==> config.mk <==
export PLATFORM = sky130hd
export DESIGN_NAME = tl_a_burst_arbiter
export DESIGN_NICKNAME = d
export VERILOG_FILES = /design/src/rtl/tl_a_burst_arbiter.sv
export SDC_FILE = /design/constraint.sdc
export NUM_CORES = 1
export LEC_CHECK = 0
export ABC_AREA = 1
export CORE_AREA = 2 2 141 143
export CTS_CLUSTER_SIZE = 8
export DETAILED_ROUTE_END_ITERATION = 6
export DIE_AREA = 0 0 143 145
export PLACE_DENSITY = 0.44
export SYNTH_ARGS = -nofsm -noshare
export SYNTH_HDL_FRONTEND = slang
export SYNTH_SLANG_ARGS = --single-unit
==> constraint.sdc <==
create_clock -name clock -period 4 [get_ports clock]
set_input_delay 1 -clock clock [delete_from_list [all_inputs] [get_ports clock]]
set_output_delay 1 -clock clock [all_outputs]
set_load 0.02 [all_outputs]
==> src/rtl/tl_a_burst_arbiter.sv <==
// Round-robin arbiter that shares one TileLink A-channel sink among N_REQ requesters.
// Multi-beat data messages hold the grant until their last beat, and a stalled choice holds until it fires.
module tl_a_burst_arbiter #(
    parameter  int N_REQ       = 2,
    parameter  int BEAT_BYTES  = 8,
    parameter  int MAX_LG_SIZE = 6,
    localparam int SEL_W       = (N_REQ > 1) ? $clog2(N_REQ) : 1,
    localparam int DATA_W      = 8 * BEAT_BYTES
) (
    input  logic                    clock,
    input  logic                    reset,
    input  logic [N_REQ-1:0]        io_in_valid,
    output logic [N_REQ-1:0]        io_in_ready,
    input  logic [3*N_REQ-1:0]      io_in_bits_opcode,
    input  logic [3*N_REQ-1:0]      io_in_bits_param,
    input  logic [4*N_REQ-1:0]      io_in_bits_size,
    input  logic [3*N_REQ-1:0]      io_in_bits_source,
    input  logic [32*N_REQ-1:0]     io_in_bits_address,
    input  logic [BEAT_BYTES*N_REQ-1:0] io_in_bits_mask,
    input  logic [DATA_W*N_REQ-1:0] io_in_bits_data,
    input  logic [N_REQ-1:0]        io_in_bits_corrupt,
    output logic                    io_out_valid,
    input  logic                    io_out_ready,
    output logic [2:0]              io_out_bits_opcode,
    output logic [2:0]              io_out_bits_param,
    output logic [3:0]              io_out_bits_size,
    output logic [2:0]              io_out_bits_source,
    output logic [31:0]             io_out_bits_address,
    output logic [BEAT_BYTES-1:0]   io_out_bits_mask,
    output logic [DATA_W-1:0]       io_out_bits_data,
    output logic                    io_out_bits_corrupt,
    output logic [SEL_W-1:0]        io_out_sel
);

    localparam int LG_BB     = $clog2(BEAT_BYTES);
    localparam int MAX_BEATS = 1 << (MAX_LG_SIZE - LG_BB);
    localparam int CNT_W     = (MAX_BEATS > 2) ? $clog2(MAX_BEATS) : 1;

    localparam logic [1:0] ST_IDLE  = 2'd0;
    localparam logic [1:0] ST_HELD  = 2'd1;
    localparam logic [1:0] ST_BURST = 2'd2;

    logic [1:0]       st_q, st_d;
    logic [SEL_W-1:0] owner_q, owner_d;
    logic [SEL_W-1:0] last_q, last_d;
    logic [CNT_W-1:0] beats_left_q, beats_left_d;

    logic [SEL_W-1:0] sel_s;
    logic [SEL_W-1:0] out_sel_s;
    logic [CNT_W-1:0] beats_m1_s;
    logic [3:0]       lg_s;
    logic             fire_s;

    // Lane reached k steps after base, wrapping modulo N_REQ (k in 1..N_REQ).
    function automatic logic [SEL_W-1:0] lane_at(input logic [SEL_W-1:0] base, input int k);
        int sum;
        sum = int'(base) + k;
        if (sum >= N_REQ) begin
            sum = sum - N_REQ;
        end else begin
            sum = sum;
        end
        return SEL_W'(sum);
    endfunction

    // Lane selection: scan is walked lowest priority first so the nearest valid lane wins.
    always_comb begin
        sel_s = last_q;
        if (st_q == ST_IDLE) begin
            for (int k = N_REQ; k >= 1; k--) begin
                if (io_in_valid[lane_at(last_q, k)]) begin
                    sel_s = lane_at(last_q, k);
                end else begin
                    sel_s = sel_s;
                end
            end
        end else begin
            sel_s = owner_q;
        end
    end

    assign out_sel_s           = reset ? {SEL_W{1'b0}} : sel_s;
    assign io_out_sel          = out_sel_s;
    assign io_out_valid        = ~reset & io_in_valid[out_sel_s];
    assign fire_s              = io_out_valid & io_out_ready;
    assign io_out_bits_opcode  = io_in_bits_opcode [int'(out_sel_s)*3 +: 3];
    assign io_out_bits_param   = io_in_bits_param  [int'(out_sel_s)*3 +: 3];
    assign io_out_bits_size    = io_in_bits_size   [int'(out_sel_s)*4 +: 4];
    assign io_out_bits_source  = io_in_bits_source [int'(out_sel_s)*3 +: 3];
    assign io_out_bits_address = io_in_bits_address[int'(out_sel_s)*32 +: 32];
    assign io_out_bits_mask    = io_in_bits_mask   [int'(out_sel_s)*BEAT_BYTES +: BEAT_BYTES];
    assign io_out_bits_data    = io_in_bits_data   [int'(out_sel_s)*DATA_W +: DATA_W];
    assign io_out_bits_corrupt = io_in_bits_corrupt[out_sel_s];

    // Only the selected lane sees the sink's ready.
    always_comb begin
        io_in_ready = {N_REQ{1'b0}};
        for (int i = 0; i < N_REQ; i++) begin
            io_in_ready[i] = ~reset & io_out_ready & (SEL_W'(i) == out_sel_s);
        end
    end

    // Beats minus one for the presented message; oversize data messages saturate.
    always_comb begin
        lg_s       = 4'd0;
        beats_m1_s = {CNT_W{1'b0}};
        if (!io_out_bits_opcode[2] && (io_out_bits_size > 4'(LG_BB))) begin
            lg_s       = (io_out_bits_size > 4'(MAX_LG_SIZE)) ? 4'(MAX_LG_SIZE) : io_out_bits_size;
            beats_m1_s = CNT_W'((32'd1 << (lg_s - 4'(LG_BB))) - 32'd1);
        end else begin
            beats_m1_s = {CNT_W{1'b0}};
        end
    end

    // Grant-lock state machine.
    always_comb begin
        st_d         = st_q;
        owner_d      = owner_q;
        last_d       = last_q;
        beats_left_d = beats_left_q;
        case (st_q)
            ST_IDLE, ST_HELD: begin
                if (fire_s) begin
                    if (beats_m1_s == {CNT_W{1'b0}}) begin
                        st_d   = ST_IDLE;
                        last_d = sel_s;
                    end else begin
                        st_d         = ST_BURST;
                        owner_d      = sel_s;
                        beats_left_d = beats_m1_s;
                    end
                end else if (io_out_valid && (st_q == ST_IDLE)) begin
                    st_d    = ST_HELD;
                    owner_d = sel_s;
                end else begin
                    st_d = st_q;
                end
            end
            ST_BURST: begin
                if (fire_s) begin
                    if (beats_left_q == CNT_W'(1)) begin
                        st_d         = ST_IDLE;
                        last_d       = owner_q;
                        beats_left_d = {CNT_W{1'b0}};
                    end else begin
                        beats_left_d = beats_left_q - CNT_W'(1);
                    end
                end else begin
                    st_d = st_q;
                end
            end
            default: begin
                st_d         = ST_IDLE;
                beats_left_d = {CNT_W{1'b0}};
            end
        endcase
    end

    // State registers with synchronous reset; lane 0 gets first priority after reset.
    always_ff @(posedge clock) begin
        if (reset) begin
            st_q         <= ST_IDLE;
            owner_q      <= {SEL_W{1'b0}};
            last_q       <= SEL_W'(N_REQ - 1);
            beats_left_q <= {CNT_W{1'b0}};
        end else begin
            st_q         <= st_d;
            owner_q      <= owner_d;
            last_q       <= last_d;
            beats_left_q <= beats_left_d;
        end
    end

`ifndef SYNTHESIS
    tl_a_burst_arbiter_chk #(
        .MAX_LG_SIZE(MAX_LG_SIZE)
    ) u_chk (
        .clock        (clock),
        .reset        (reset),
        .fire_i       (fire_s),
        .first_beat_i (st_q != ST_BURST),
        .has_data_i   (~io_out_bits_opcode[2]),
        .size_i       (io_out_bits_size)
    );
`endif

endmodule

// Simulation-only checks for the arbiter.
module tl_a_burst_arbiter_chk #(
    parameter int MAX_LG_SIZE = 6
) (
    input logic       clock,
    input logic       reset,
    input logic       fire_i,
    input logic       first_beat_i,
    input logic       has_data_i,
    input logic [3:0] size_i
);

    // Data messages larger than the largest legal size are saturated by the beat counter.
    assert property (@(posedge clock) disable iff (reset)
        (fire_i && first_beat_i && has_data_i) |-> (size_i <= 4'(MAX_LG_SIZE)))
        else $error("tl_a_burst_arbiter: data message size %0d exceeds maximum", size_i);

endmodule
======== Word-level counts from Yosys, hierarchy flattened ========
Index checks and enable logic that the tools add are counted.
word-level totals
  register bits ........................... 7
  bits in latches ......................... 0
  bits in writable memories ............... 0
  memory bits (read-only) ................. 0
  output and inout bits ................... 122
  memories ................................ 0
operators by class
  add/sub/neg operators ................... 7
  multiply operators ...................... 1
  div/mod/pow operators ................... 0
  $lt $le $gt $ge ......................... 7
  equal/unequal tests ..................... 10
  shifts and indexed selects .............. 8
  multiplexer cells ....................... 37
  bitwise operators ....................... 7
  reductions and logical operators ........ 12
operators with widths
  operator               number
  $shiftx A128 B8 Y64    1
  $shiftx A6 B32 Y3      2
  $shiftx A64 B7 Y32     1
  $mux W1                23
  $shiftx A16 B5 Y8      1
  $mux W3                5
  $ne A2 B2 Y1 const B   6
  $mux W2                5
  $reduce_and A3 Y1      3
  $shiftx A8 B4 Y4       1
  $lt A1 B2 Y1 const B   3
  $pmux W3 S2            1
  $shiftx A6 B4 Y3       1
  $sub A3 B1 Y3 const B  2
  $and A1 B1 Y1          5
  $reduce_and A5 Y1      1
  $gt A4 B2 Y1 const B   1
  $gt A4 B3 Y1 const B   1
  $mux W4                1
  $pmux W2 S2            1
  $reduce_bool A2 Y1     2
  $shl A1 B4 Y3 const A  1
  $sub A4 B2 Y4 const B  1
  $add A1 B2 Y3 const B  1
  other kinds (16)       19

======== Longest topological paths before layout ========
  word-level depth ........................ 21
  gate-level depth with buffers ........... 23
  gate-level depth less buffers ........... 23

======== Least setup slack after synthesis ========
Ideal clock, no wire load.
  kind .................................... input-to-reg
  start point ............................. input io_in_valid[0]
  end point ............................... register owner_q
  setup time .............................. 0.115 ns
  data arrival time ....................... 3.249 ns
  slack ................................... 0.636 ns
  stages on the path ...................... 21
  path buffers ............................ 0
  cells stage by stage .................... inv_1 -> nand2_1 -> nand3_4 -> nand3_4 -> nand2_1 -> nand2_1 -> nand3_1 -> nand2_1 -> nor2_2 -> ha_1 -> nand3b_1 -> nand2_1 -> nor2_2 -> o21ai_0 -> ha_1 -> inv_1 -> o21ai_2 -> nand2_2 -> nand3_1 -> a21oi_1 -> nor2_1
on the way
  word-level cells in the longest chain between the ends .. 16
  elaborated cells between the ends (all ways) .. 32
ends and longest elaborated chain
  element                                     line  text
  from (decl)                                 12    input logic [N_REQ-1:0] io_in_valid,
  $mux W1 (implied by the code) (2 in a row)  71    if (io_in_valid[lane_at(last_q, k)]) begin
  $mux W1                                     71
  $mux W1 (*)                                 71
  $mux W1 (*)                                 69    if (st_q == ST_IDLE) begin
  $mux W1 (*)                                 82    assign out_sel_s = reset ? {SEL_W{1'b0}} : sel_s;
  $shiftx A8 B4 Y4 (*)                        88    assign io_out_bits_size = io_in_bits_size [int'(out_sel_s)*4 +: 4];
  named net io_out_bits_size[0]               26    output logic [3:0] io_out_bits_size,
  $gt A4 B3 Y1                                108   lg_s = (io_out_bits_size > 4'(MAX_LG_SIZE)) ? 4'(MAX_LG_SIZE) : io_out_bits_size;
  $mux W4                                     108
  $sub A4 B2 Y4                               109   beats_m1_s = CNT_W'((32'd1 << (lg_s - 4'(LG_BB))) - 32'd1);
  $shl A1 B4 Y3                               109
  $sub A3 B1 Y3                               109
  $mux W3 (*)                                 107   if (!io_out_bits_opcode[2] && (io_out_bits_size > 4'(LG_BB))) begin
  $logic_not A3 Y1 (*)                        124   if (beats_m1_s == {CNT_W{1'b0}}) begin
  $ne A2 B2 Y1 (no source line) (*)           --
  $reduce_and A3 Y1 (no source line) (*)      --
  to (signal assigned)                        163   owner_q <= {SEL_W{1'b0}};
  to (signal assigned)                        168   owner_q <= owner_d;
  to (decl)                                   44    logic [SEL_W-1:0] owner_q, owner_d;
The timed path passes the listed nets; every way through them passes the cells marked *. The select of a mux whose other input is x is not followed.
A chain may end at the register's enable or synchronous reset.

======== Final worst setup path ========
  start point ............................. input io_in_valid[1]
  end point ............................... output io_out_bits_data[53]
on the way
  word-level cells in the longest chain between the ends .. 7
  elaborated cells between the ends (all ways) .. 9
ends and longest elaborated chain
  element                                     line  text
  $mux W1 (implied by the code) (2 in a row)  71
  $mux W1                                     71
  $mux W1 (*)                                 71
  $mux W1 (*)                                 69
  $mux W1 (*)                                 82
  $shiftx A128 B8 Y64 (*)                     92    assign io_out_bits_data = io_in_bits_data [int'(out_sel_s)*DATA_W +: DATA_W];
  to (decl)                                   30    output logic [DATA_W-1:0] io_out_bits_data,
Mark *: on every way between the ends. The rest lies on a longest branch, timed or not. The select of a mux whose other input is x is not followed.

==> flow_summary.toml <==
[synthesis]
yosysSeqAreaShare_pct = 6.440
syn_avg_cell_area_sq_um = 4.378
synth_edf_count = 0
synth-seq-cells = 7
synthCells = 497
ys_dominant_reg_cell = "dfxtp_1"
synth_cell_types = 27
synth-async-reset-ratio_pct = 0
syn-num-nets = 742
ys_warn_count = 0
netlist_area_sq_mm = 0.002176

[power]
clkPwrFrac_pct = 5.1
p_leak_nw = 3.913
p_switching_mw = 1.701
p_sw_share_pct = 51.93
p_int_mw = 1.575
p_total_mw = 3.276
p_per_area_mw_per_mm2 = 493.1
p_comb_share_pct = 91.3
p_seq_share_pct = 3.6
peakVddDrop_mv = 0.1897

[floorplanning]
rows = 51
start_util_pct = 11.33
io_pins = 363
core_sq_mm = 0.01921
die_x_um = 143
die_h_um = 145
die_area_sq_mm = 0.02074

[cts]
cts_max_level = 1
holdBufCountCts = 0
tritoncts = "built"
cts_sinks = 7
clk_pin_slew_ns = 0.03
cts_made_buffers = 3
cts-root-buf = "clkbuf_16"
clock_latency_ns = 0.23
clk_path_buf_depth = 2

[status]
status = "complete, no violations"

[setup_path]
critPathKind = "in -> out"
worstPathCellList = "clkdlybuf4s50_1 -> nand2_1 -> nand3_4 -> nand3_4 -> clkinv_2 -> buf_12 -> nand2_1 -> nand2_1 -> clkdlybuf4s50_1"
startpoint_type = "input pin"
crit_buf_inv = 4
worstRegToRegCells = 21
worstPathMaxFanout = 26
worst_ep_arrival_time_ns = 2.86
crit_required_ns = 3.00
critPathSlowestCell = "clkdlybuf4s50_1"
critPathMaxStageDelay_ns = 0.62
critPathCaptureType = "output port"
crit_path_frequent_cell = "nand2_1"
cp_top_family = "buffers and inverters"
cp_num_cells = 9

[drt]
drtIter0Drc = 106
drt_wl_total_um = 16860
vias = 4180
dr.pass1.iters = 4
ant_nets = 0
via_per_inst = 3.696
remaining_drc_errors = 0
wl_per_cell_um = 14.91

[sta]
setup_ws_ns = 0.1367
max_freq_ghz = 0.2588
worstMarginPinSlew_ns = 0.4938
hold_viol = 0
max_slew_margin_pct = 66.73
fin_crit_ns = 3.863
final_max_slew_viol_count = 0
hold-worst-slack_ns = 0.4806
fin_skew_ns = 0.0004217
period_share_pct = 96.58
setup-violations-final = 0
rsz0062_at_grt = "false"

[hold_path]
hold_class = "reg -> reg"
worstHoldPathCells = 2

[cells_and_area]
fin_cells = 1131
nets = 1112
drive_gt1_share_pct = 7.044
design_area_sq_mm = 0.006643
antenna_cells = 0
n_fill_cell = 2098
syn_to_final_growth_pct = 205.3

[flow_run]
drv_cap = 0

[placement]
port_buffers = 362
dp_hpwl_um = 14380
post-place-cells = 1125
dp_slack_ns = -0.002040
dpl_cell_area_sq_mm = 0.006304
place_congestion = 0.8523

[global_routing]
grt_pass1_wl_um = 24190
grt_pass1_vias = 4199
antenna_found_initial = 0
grt_max_degree = 54
grt_overflow = 0
grt_usage_pct = 15.33
## worst paths after layout
path	start	endpoint	slack (ns)
hold reg to reg	beats_left_q[1]	beats_left_q[1]	0.48
setup / recovery	io_in_valid[1]	io_out_bits_data[53]	0.14
hold / removal	beats_left_q[1]	beats_left_q[1]	0.48
setup reg to reg	st_q[1]	beats_left_q[2]	0.96
## registers in the layout (all words and copies together), names as in the netlist
name / cells
beats_left_q: 3
last_q: 1
owner_q: 1
st_q: 2
## timing repair
item                                    CTS  global route
buffers inserted                          0             2
pin swaps                                 0             2
endpoints found under the setup margin    2            93
resized for setup                         1            94
## worst reg2reg max path: cells and delay by family (launching register included)
family	cells	cell delay [ns]
and+or+nand+nor	11	0.93
DFF	1	0.40
adders and majority gates	2	0.58
buffers and inverters	4	0.40
AOI/OAI and AO/OA	4	0.60
## cell usage after synthesis (2+ instances only)
master    number  area share, %
nor2_1         9            1.6
nand2_1      376             65
nor2_2         5            1.4
inv_1         19            3.3
inv_2          3           0.52
nand2_2        7            2.0
a21oi_1        6            1.4
ha_1           4            2.3
nand4_1        6            1.7
nand3_4        2            1.6
nand3_1       12            2.8
clkbuf_1      23            4.0
dfxtp_1        7            6.4
o21ai_0        5            1.1
## cell type report
| class | instances | area, sq um | area share (%) |
|---|---|---|---|
| repair buffers | 391 | 4146 | 62.42 |
| well taps | 265 | 331.6 | 4.992 |
| flip-flops and latches | 7 | 140.1 | 2.110 |
| inverters | 22 | 83.83 | 1.262 |
| multi-input cells | 442 | 1862 | 28.03 |
| clock buffers | 4 | 78.83 | 1.187 |
## cells in the final DEF, fill, tap and decap left out, types with 2 or more instances in the layout
| master | n |
|---|---|
| a21oi_1 | 6 |
| buf_12 | 6 |
| buf_4 | 26 |
| clkbuf_16 | 3 |
| clkdlybuf4s50_1 | 268 |
| dfxtp_1 | 7 |
| dlymetal6s2s_1 | 88 |
| ha_1 | 4 |
| inv_1 | 19 |
| inv_2 | 2 |
| nand2_1 | 374 |
| nand2_2 | 8 |
| nand3_1 | 11 |
| nand3_2 | 2 |
| nand3_4 | 2 |
| nand4_1 | 6 |
| nor2_1 | 9 |
| nor2_2 | 5 |
| o21ai_0 | 5 |
## per-layer routing
metal	vias up	global-route usage (%)	part of all wire (%)
met5	-	0	0
met4	0	5.000	3.0
met3	20	3.003	6.9
met2	184	29.83	54
met1	1740	16.06	36
li1	2236	-	-
## cell families (layout without fill, tap and decap cells)
family          after synthesis  after routing  share of synthesized area (%)
flops                         7              7                          6.440
xor+xnor                      1              1                         0.4026
compound gates               17             17                          4.888
fa+ha+maj                     4              4                          2.300
simple gates                420            420                          77.29
buf+inv                      48            417                          8.683
## through the flow
step / util [%] / TNS, ns
3_3_place_gp: 32.82 / -0.01003
4_1_cts: 33.22 / -0.003429
5_1_grt: 34.58 / 0
2_1_floorplan: - / 0
3_5_place_dp: 32.82 / -0.002040
6_report: 34.58 / 0
## power by group through the flow
stage          registers, mW  clock network (mW)  logic [mW]
3_5_place_dp           0.119                   0        3.07
2_1_floorplan          0.113                   0        1.50
5_1_grt                0.122               0.176        3.24
4_1_cts                0.118               0.173        3.08
6_report               0.119               0.168        2.99
3_3_place_gp           0.120                   0        3.09
Note: power is estimated with default switching activity, not from simulation.
